$ cat config.mk
export PLATFORM = sky130hd
export DESIGN_NAME = onehot_enable_seq
export DESIGN_NICKNAME = d
export VERILOG_FILES = /design/src/rtl/onehot_seq_pkg.sv /design/src/rtl/onehot_enable_seq_dec.sv /design/src/rtl/onehot_enable_seq.sv
export SDC_FILE = /design/constraint.sdc
export NUM_CORES = 1
export LEC_CHECK = 0
export BUFFER_PORTS_ARGS = -buffer_cell sky130_fd_sc_hd__buf_2
export CAP_MARGIN = 10
export CORE_ASPECT_RATIO = 0.5
export CORE_MARGIN = 4
export CORE_UTILIZATION = 29
export CTS_CLUSTER_SIZE = 28
export DETAILED_ROUTE_END_ITERATION = 10
export PLACE_DENSITY = 0.54
export SYNTH_ARGS = -nofsm -noshare
export SYNTH_HDL_FRONTEND = slang
export SYNTH_SLANG_ARGS = --single-unit
$ cat constraint.sdc
create_clock -name clk -period 3.2 [get_ports clk]
set_input_delay 0.48 -clock clk [delete_from_list [all_inputs] [get_ports clk]]
set_output_delay 0.48 -clock clk [all_outputs]
set_load 0.02 [all_outputs]
$ cat src/rtl/onehot_seq_pkg.sv
// Shared types and encodings for the one-hot enable sequencer.
// Mode/state enums plus a small legality helper.
package onehot_seq_pkg;

  localparam logic [1:0] MODE_ENC_PULSE = 2'b00;
  localparam logic [1:0] MODE_ENC_HOLD  = 2'b01;
  localparam logic [1:0] MODE_ENC_SWEEP = 2'b10;
  localparam logic [1:0] MODE_ENC_RSVD  = 2'b11;

  typedef enum logic [1:0] {
    MODE_PULSE = MODE_ENC_PULSE,
    MODE_HOLD  = MODE_ENC_HOLD,
    MODE_SWEEP = MODE_ENC_SWEEP,
    MODE_RSVD  = MODE_ENC_RSVD
  } mode_e;

  typedef enum logic [1:0] {
    ST_IDLE   = 2'b00,
    ST_ACTIVE = 2'b01,
    ST_SWEEP  = 2'b10
  } state_e;

  function automatic logic mode_is_legal(input logic [1:0] mode);
    return (mode != MODE_ENC_RSVD);
  endfunction

endpackage

$ cat src/rtl/onehot_enable_seq_dec.sv
// Combinational channel-index to one-hot decoder with range flag.
// Indices at or above N_OUT decode to all-zero and clear o_in_range.
module onehot_dec #(
  parameter int unsigned SEL_W = 4,
  parameter int unsigned N_OUT = 16
) (
  input  logic [SEL_W-1:0] i_sel,
  output logic [N_OUT-1:0] o_dec,
  output logic             o_in_range
);

  localparam logic [SEL_W:0] N_LIM = (SEL_W+1)'(N_OUT);

  // Decode and range check
  always_comb begin
    o_dec = '0;
    for (int i = 0; i < int'(N_OUT); i++) begin
      if (i_sel == SEL_W'(i)) begin
        o_dec[i] = 1'b1;
      end else begin
        o_dec[i] = 1'b0;
      end
    end
    o_in_range = ({1'b0, i_sel} < N_LIM);
  end

endmodule

$ cat src/rtl/onehot_enable_seq.sv
// Registered one-hot enable sequencer: PULSE, HOLD and wrap-around SWEEP
// driven over a valid/ready request port, with reject, done and abort.
module onehot_enable_seq
  import onehot_seq_pkg::*;
#(
  parameter int unsigned SEL_W = 4,
  parameter int unsigned N_OUT = 16,
  parameter int unsigned LEN_W = 8
) (
  input  logic             clk,
  input  logic             rst,
  input  logic             in_valid,
  output logic             in_ready,
  input  logic [SEL_W-1:0] in_sel,
  input  logic [1:0]       in_mode,
  input  logic [LEN_W-1:0] in_len,
  input  logic             abort,
  output logic [N_OUT-1:0] en,
  output logic             busy,
  output logic             done,
  output logic             err
);

  localparam logic [SEL_W:0]   N_LIM   = (SEL_W+1)'(N_OUT);
  localparam logic [SEL_W-1:0] LAST_CH = SEL_W'(N_OUT - 1);

  state_e           r_state;
  logic [SEL_W-1:0] r_ch;
  logic [SEL_W-1:0] r_last;
  logic [LEN_W-1:0] r_cnt;
  logic             r_done;
  logic             r_err;

  state_e           w_state_nxt;
  logic [SEL_W-1:0] w_ch_nxt;
  logic [SEL_W-1:0] w_last_nxt;
  logic [LEN_W-1:0] w_cnt_nxt;
  logic             w_done_nxt;
  logic             w_err_nxt;

  logic             w_accept;
  logic             w_abort_act;
  logic             w_req_bad;
  logic [LEN_W-1:0] w_len_eff;
  logic [SEL_W-1:0] w_sweep_last;
  logic [SEL_W-1:0] w_ch_inc;
  logic [N_OUT-1:0] w_dec;
  logic             w_in_range;

  onehot_dec #(
    .SEL_W (SEL_W),
    .N_OUT (N_OUT)
  ) u_dec (
    .i_sel      (r_ch),
    .o_dec      (w_dec),
    .o_in_range (w_in_range)
  );

  // A request arriving together with abort is always dropped.
  assign in_ready    = (r_state == ST_IDLE) | r_done;
  assign w_accept    = in_valid & in_ready & ~abort;
  assign w_abort_act = abort & (r_state != ST_IDLE);
  assign w_req_bad   = ({1'b0, in_sel} >= N_LIM) | ~mode_is_legal(in_mode);
  assign w_len_eff   = (in_len == '0) ? LEN_W'(1) : in_len;
  assign w_sweep_last = (in_sel == '0) ? LAST_CH : (in_sel - SEL_W'(1));
  assign w_ch_inc    = (r_ch == LAST_CH) ? '0 : (r_ch + SEL_W'(1));

  assign busy = (r_state != ST_IDLE);
  assign done = r_done;
  assign err  = r_err;

  // Enable is decoded only from registered state; idle forces all-zero
  always_comb begin
    if ((r_state != ST_IDLE) && w_in_range) begin
      en = w_dec;
    end else begin
      en = '0;
    end
  end

  // Next-state, counter and flag computation
  always_comb begin
    w_state_nxt = r_state;
    w_ch_nxt    = r_ch;
    w_last_nxt  = r_last;
    w_cnt_nxt   = r_cnt;
    w_done_nxt  = 1'b0;
    w_err_nxt   = 1'b0;
    if (w_abort_act) begin
      w_state_nxt = ST_IDLE;
      w_cnt_nxt   = '0;
    end else if (w_accept) begin
      if (w_req_bad) begin
        // Accept only happens in idle or in the final cycle, so both end idle
        w_err_nxt   = 1'b1;
        w_state_nxt = ST_IDLE;
        w_cnt_nxt   = '0;
      end else begin
        w_ch_nxt = in_sel;
        case (mode_e'(in_mode))
          MODE_PULSE: begin
            w_state_nxt = ST_ACTIVE;
            w_cnt_nxt   = '0;
            w_done_nxt  = 1'b1;
          end
          MODE_HOLD: begin
            w_state_nxt = ST_ACTIVE;
            w_cnt_nxt   = w_len_eff - LEN_W'(1);
            w_done_nxt  = (w_len_eff == LEN_W'(1));
          end
          MODE_SWEEP: begin
            w_state_nxt = ST_SWEEP;
            w_last_nxt  = w_sweep_last;
            w_cnt_nxt   = '0;
            w_done_nxt  = (in_sel == w_sweep_last);
          end
          default: begin
            w_state_nxt = ST_IDLE;
            w_err_nxt   = 1'b1;
          end
        endcase
      end
    end else begin
      case (r_state)
        ST_IDLE: begin
          w_state_nxt = ST_IDLE;
        end
        ST_ACTIVE: begin
          if (r_done) begin
            w_state_nxt = ST_IDLE;
          end else begin
            w_cnt_nxt  = r_cnt - LEN_W'(1);
            w_done_nxt = (r_cnt == LEN_W'(1));
          end
        end
        ST_SWEEP: begin
          if (r_done) begin
            w_state_nxt = ST_IDLE;
          end else begin
            w_ch_nxt   = w_ch_inc;
            w_done_nxt = (w_ch_inc == r_last);
          end
        end
        default: begin
          w_state_nxt = ST_IDLE;
          w_cnt_nxt   = '0;
        end
      endcase
    end
  end

  // State and output registers
  always_ff @(posedge clk or posedge rst) begin
    if (rst) begin
      r_state <= ST_IDLE;
      r_ch    <= '0;
      r_last  <= '0;
      r_cnt   <= '0;
      r_done  <= 1'b0;
      r_err   <= 1'b0;
    end else begin
      r_state <= w_state_nxt;
      r_ch    <= w_ch_nxt;
      r_last  <= w_last_nxt;
      r_cnt   <= w_cnt_nxt;
      r_done  <= w_done_nxt;
      r_err   <= w_err_nxt;
    end
  end

endmodule

==> results.json, run 1 <==
{
  "synth-edff-count": 0,
  "ys_seq_area_share_pct": 30.2,
  "total_power_mw": 1.06,
  "rrSetupSlack_ns": 0.84,
  "grt_usage_pct": 12.5,
  "fin_skew_ns": 0.00250,
  "syn_avg_cell_area_um2": 7.96,
  "die_x_um": 115,
  "maxCapViolCount": 0,
  "fp.coreArea_um2": 5490,
  "ant_nets": 0,
  "gp_congestion": 0.828,
  "cts_tree": "yes",
  "period_share_pct": 73.7,
  "critPathMaxStageDelay_ns": 0.41,
  "final_cells": 316,
  "path_clk_slew_ns": 0.06,
  "ctsHoldBuffers": 0,
  "cts_resized": 0,
  "r2r-end": "r_cnt[0]",
  "area_delta_synth_final_pct": 19.3,
  "end_kind": "flop",
  "synth.top_cell.area_share_pct": 30.2,
  "antenna_found_initial": 0,
  "syn-num-nets": 238,
  "netlist_instances": 208,
  "h-tree-depth": 1,
  "power.net_switching_uw": 426,
  "drive_gt1_share_pct": 19.8,
  "critPathLaunchType": "flop",
  "grt_max_degree": 21,
  "pwr-share-seq_pct": 37.0,
  "leakage_nw": 0.937,
  "crit_slowest_cell": "and2_1",
  "r2r_start": "r_state[0]",
  "grt_overflow": 0,
  "final-max-slew-violation-count": 0,
  "clockBufferDepth": 2,
  "comb_power_share_pct": 39.0,
  "power.share.clock_pct": 24.0,
  "synthesis.area_um2": 1660,
  "internal-power_uw": 638,
  "ys.flop_type": "dfrtp_1",
  "dp_hpwl_um": 3440,
  "start_util_pct": 30.1,
  "dieHeight_um": 61.4,
  "power.density_nw_per_um2": 539,
  "finalCriticalPeriod_ns": 2.36,
  "synth_top_area_cell": "dfrtp_1",
  "synth-seq-cells": 20,
  "worstHoldPathType": "in2async",
  "crit_chain": "inv_1, ha_1, o21ai_2, or2_1, and2_1, mux2_2",
  "max_freq_ghz": 0.424,
  "insertion_delay_ns": 0.25,
  "hold_viol": 0,
  "r2r_cells": 6,
  "via_count": 1568,
  "antenna_cells": 0,
  "cts_made_buffers": 3,
  "yosys-top-cells-area": "dfrtp_1 30%, ha_1 9.1%, nor2_1 5.7%",
  "ys_types": 49,
  "fp-row-count": 19,
  "fin_tns_setup_ns": 0,
  "wire_per_inst_um": 13.4,
  "cp-endpoint": "r_cnt[0]",
  "drt_pass1_iterations": 4,
  "required_ns": 3.34,
  "dieArea_um2": 7050,
  "rsz0062_at_grt": "no",
  "setup_viol": 0,
  "grt_pass1_vias": 1463,
  "vias_per_cell": 4.96,
  "grt_pass1_wl_um": 7020,
  "critPathKind": "reg2reg",
  "ys_warn_count": 0,
  "cp_max_fo": 11,
  "switching_share_pct": 40.0,
  "worst_pin_slew_ns": 0.788,
  "dp_cells": 313,
  "max-vdd-ir-drop_uv": 197,
  "nets": 275,
  "post_cts_buffers": 0,
  "run_status": "completed",
  "port_buffers": 37,
  "async_reset_ff_share_pct": 100,
  "drc": 0,
  "routed_wl_um": 4230,
  "drt-initial-drc-count": 81,
  "fillers": 579,
  "cts.sinks": 20,
  "clock-root-buffer": "clkbuf_16",
  "slew_headroom_pct": 47.4,
  "worstPathArrival_ns": 2.50,
  "ios": 38,
  "startpoint": "r_state[0]"
}
-- metrics by stage --
stage	area, um^2	hold slack (ns)	setup WS [ns]	util, %
after floorplan	1660	0.444	1.16	-
after global placement	1900	0.492	0.937	34.6
after detailed placement	1900	0.501	0.853	34.6
after CTS	1980	0.403	0.845	36.0
after global routing	1980	0.441	0.636	36.0
final	1980	0.367	0.842	36.0
-- cell usage in the layout (no fill, tap or decap), types with 3 or more instances in the layout --
cell type | synthesis | layout
nor3_1 | 11 | 11
nand2_1 | 23 | 23
xnor2_1 | 4 | 4
nand2b_1 | 4 | 4
dfrtp_1 | 20 | 20
o31ai_1 | 3 | 3
xor2_1 | 4 | 4
buf_2 | 1 | 37
a21o_1 | 3 | 3
a211oi_1 | 3 | 3
ha_1 | 12 | 12
inv_1 | 18 | 18
nor2_1 | 25 | 25
clkbuf_16 | 0 | 3
a21oi_1 | 14 | 14
o21ai_0 | 14 | 14
o311a_1 | 3 | 3
and2_1 | 3 | 3
-- power by group through the flow --
stage / Clock (mW) / Combinational, mW / Sequential (mW)
4_1_cts: 0.261 / 0.415 / 0.394
6_report: 0.255 / 0.415 / 0.394
5_1_grt: 0.270 / 0.469 / 0.407
3_5_place_dp: 0 / 0.414 / 0.398
3_3_place_gp: 0 / 0.408 / 0.394
2_1_floorplan: 0 / 0.343 / 0.352
-- flip-flops by register name, indices dropped and copies added, names as in the netlist --
register  cells
r_ch          4
r_cnt         8
err           1
r_state       2
r_last        4
done          1
-- logic make-up (layout without fill, tap and decap cells) --
| logic type | after synthesis | after routing | synth area share, % |
|---|---|---|---|
| AND/OR/NAND/NOR | 85 | 85 | 25.9 |
| AO/OA/AOI/OAI | 56 | 56 | 21.9 |
| buffers and inverters | 24 | 59 | 6.42 |
| flip-flops | 20 | 20 | 30.2 |
| adder cells (fa/ha/maj) | 12 | 12 | 9.07 |
| XOR/XNOR | 8 | 8 | 4.23 |
| multiplexers | 3 | 3 | 2.19 |
-- cell usage after synthesis (3+ instances only) --
cell	n
a211oi_1	3
and2_1	3
dfrtp_1	20
nor3_1	11
clkbuf_1	3
nand2b_1	4
o31ai_1	3
nand2_1	23
xor2_1	4
inv_1	18
nor2_1	25
a21oi_1	14
a21o_1	3
o311a_1	3
o21ai_0	14
xnor2_1	4
ha_1	12
-- worst min path at each step --
stage                from          to  depth (start not counted)
3_5_place_dp     r_cnt[7]    r_cnt[7]                          2
4_1_cts               rst    r_cnt[1]                          2
2_1_floorplan         rst        done                          1
3_3_place_gp   r_state[1]  r_state[1]                          1
5_1_grt               rst    r_cnt[0]                          2
6_report              rst    r_cnt[1]                          2
-- area by class of cell --
cell class / count / area (um^2) / area share (%)
tap: 73 / 91.3 / 4.62
timing repair buffer: 38 / 193 / 9.75
clock buffer: 3 / 75.1 / 3.80
sequential: 20 / 500 / 25.3
multi-input combinational: 164 / 1050 / 53.1
inverter: 18 / 67.6 / 3.42
-- critical path: cells and delay by family (launching register included) --
kind | cells | cell delay, ns
multiplexers | 1 | 0.37
buffers and inverters | 1 | 0.07
adder cells (fa/ha/maj) | 1 | 0.33
AO/OA/AOI/OAI | 1 | 0.31
AND/OR/NAND/NOR | 2 | 0.79
flip-flops | 1 | 0.37
-- layer usage --
layer  global-route usage [%]  up-vias  part of all wire (%)
li1                         -      807                     -
met5                        0        -                     0
met3                     2.45        2                   5.9
met2                     20.6       39                    43
met4                     1.51        0                  0.64
met1                     17.7      720                    51
Power figures use the tool's default switching activity.
==> inputs of run 2 (changes only) <==
--- a/config.mk
+++ b/config.mk
@@ -12,7 +12,7 @@
 export CORE_UTILIZATION = 29
 export CTS_CLUSTER_SIZE = 28
 export DETAILED_ROUTE_END_ITERATION = 10
-export PLACE_DENSITY = 0.54
+export PLACE_DENSITY = 0.56
 export SYNTH_ARGS = -nofsm -noshare
 export SYNTH_HDL_FRONTEND = slang
 export SYNTH_SLANG_ARGS = --single-unit
==> constraint.sdc (replaced) <==
create_clock -name clk -period 2.1 [get_ports clk]
set_input_delay 0.315 -clock clk [delete_from_list [all_inputs] [get_ports clk]]
set_output_delay 0.315 -clock clk [all_outputs]
set_load 0.02 [all_outputs]
==> run 2 against run 1 <==
Against the previous run:
- clock power rose by 71%
- first-iteration DRC count decreased by 42%
- hold slack worse by 0.17 ns
- combinational power grew 66%
- largest power group unchanged
==> results.json, run 2 (synthesized netlist as in run 1, its figures left out) <==
{
  "h-tree-depth": 1,
  "ios": 38,
  "largest_reg_flops": 8,
  "run_status": "completed",
  "finalCriticalPeriod_ns": 2.03,
  "drc": 0,
  "port_buffers": 37,
  "worst_pin_slew_ns": 0.780,
  "regMostFlops": "r_cnt",
  "crit_chain": "inv_1, ha_1, buf_4, clkinvlp_4, nand2_1, nor3_1, buf_2",
  "routed_wl_um": 4430,
  "cts.sinks": 20,
  "slew_headroom_pct": 47.9,
  "path_clk_slew_ns": 0.06,
  "gp_congestion": 0.871,
  "drt-initial-drc-count": 47,
  "wire_per_inst_um": 13.7,
  "place_area_um2": 1950,
  "worstPathArrival_ns": 1.71,
  "leakage_nw": 0.971,
  "cp_max_fo": 9,
  "vias_per_cell": 5.00,
  "clockBufferDepth": 2,
  "cts_tree": "yes",
  "fillers": 575,
  "via_count": 1621,
  "nets": 282,
  "grt_max_degree": 21,
  "setup_viol": 0,
  "critPathLaunchType": "flop",
  "clock-root-buffer": "clkbuf_16",
  "grt_usage_pct": 12.2,
  "insertion_delay_ns": 0.25,
  "antenna_cells": 0,
  "fin_skew_ns": 0.00522,
  "maxCapViolCount": 0,
  "ctsHoldBuffers": 0,
  "fp-row-count": 19,
  "max-vdd-ir-drop_uv": 360,
  "total_power_mw": 1.70,
  "critPathKind": "reg2out",
  "power.density_nw_per_um2": 828,
  "dieArea_um2": 7050,
  "antenna_found_initial": 0,
  "worstHoldPathType": "in2async",
  "required_ns": 1.78,
  "layout_common_cells": "37 x buf_2, 25 x nor2_1, 21 x nand2_1",
  "reg_top3": "r_cnt (8), r_ch (4), r_last (4)",
  "fp.coreArea_um2": 5490,
  "cts_made_buffers": 3,
  "ant_nets": 0,
  "rsz0062_at_grt": "yes",
  "drive_gt1_share_pct": 24.3,
  "layout_commonest_cell": "buf_2",
  "hold_viol": 0,
  "drt_pass1_iterations": 4,
  "crit_slowest_cell": "dfrtp_1",
  "grt_overflow": 0,
  "final-max-slew-violation-count": 0,
  "grt_pass1_vias": 1439,
  "start_util_pct": 30.1,
  "dp_hpwl_um": 3470,
  "max_freq_ghz": 0.494,
  "grt_pass1_wl_um": 6800,
  "area_delta_synth_final_pct": 24.3,
  "end_kind": "output port",
  "period_share_pct": 96.5,
  "critPathMaxStageDelay_ns": 0.40,
  "fin_area_um2": 2060,
  "die_x_um": 115,
  "dieHeight_um": 61.4
}
## run 2: cell types whose count changed in the layout (fill, tap and decap cells not counted), sizes merged
| cell | change |
|---|---|
| inv | -1 |
| buf | +7 |
| clkbuf | +1 |
| clkinvlp | +1 |
## run 2: cell type report
class / count / area [um^2] / share of cell area, %
Clock buffer: 4 / 88.8 / 4.32
Tap cell: 73 / 91.3 / 4.44
Multi-Input combinational cell: 164 / 1060 / 51.6
Sequential cell: 20 / 500 / 24.3
Timing Repair Buffer: 45 / 245 / 11.9
Inverter: 18 / 71.3 / 3.47
## run 2: metrics by stage
stage                     TNS (ns)  utilization, %  hold slack (ns)  setup WS, ns  std cells
after floorplan                  0               -            0.279         0.157        208
after global placement           0            35.4            0.490        0.0911        319
after detailed placement         0            35.4            0.501        0.0579        319
after CTS                        0            37.0            0.239        0.0236        323
after global routing        -0.173            37.5            0.277       -0.0429        324
final                            0            37.5            0.198        0.0744        324
## run 2: worst max-delay path, delay by kind of cell, from the launching register on
family	cells	cell delay, ns
buffers and inverters	4	0.65
DFF	1	0.40
and+or+nand+nor	2	0.22
adders and majority gates	1	0.19
## run 2: worst paths after layout
check / start / end / slack, ns / depth (start not counted)
max: r_state[0] / en[0] / 0.07 / 7
min: rst / r_last[1] / 0.20 / 2
max reg2reg: r_ch[0] / done / 0.12 / 5
min reg2reg: r_cnt[7] / r_cnt[7] / 0.51 / 2
max in group asynchronous: rst / r_cnt[5] / 1.41 / 2
min in group clk: in_sel[0] / r_last[0] / 0.30 / 2
## run 2: routing by layer
| metal | vias to the layer above | share of wire, % | track usage (%) | routed length, um |
|---|---|---|---|---|
| li1 | 825 | - | - | - |
| met1 | 736 | 47 | 16.7 | 2070 |
| met5 | - | 0 | 0 | 0 |
| met4 | 0 | 1.2 | 3.01 | 53 |
| met3 | 6 | 7.4 | 2.26 | 326 |
| met2 | 54 | 45 | 20.3 | 1970 |
## run 2: power by group
group	leakage, nW	switching [mW]	internal (mW)
Sequential	0.257	0.119	0.461
Combinational	0.670	0.398	0.289
Clock	0.0442	0.147	0.291
## run 2: timing repair
action | CTS | global route
gates resized for setup | 0 | 5
setup endpoints to repair | 0 | 16
setup buffers | 0 | 1
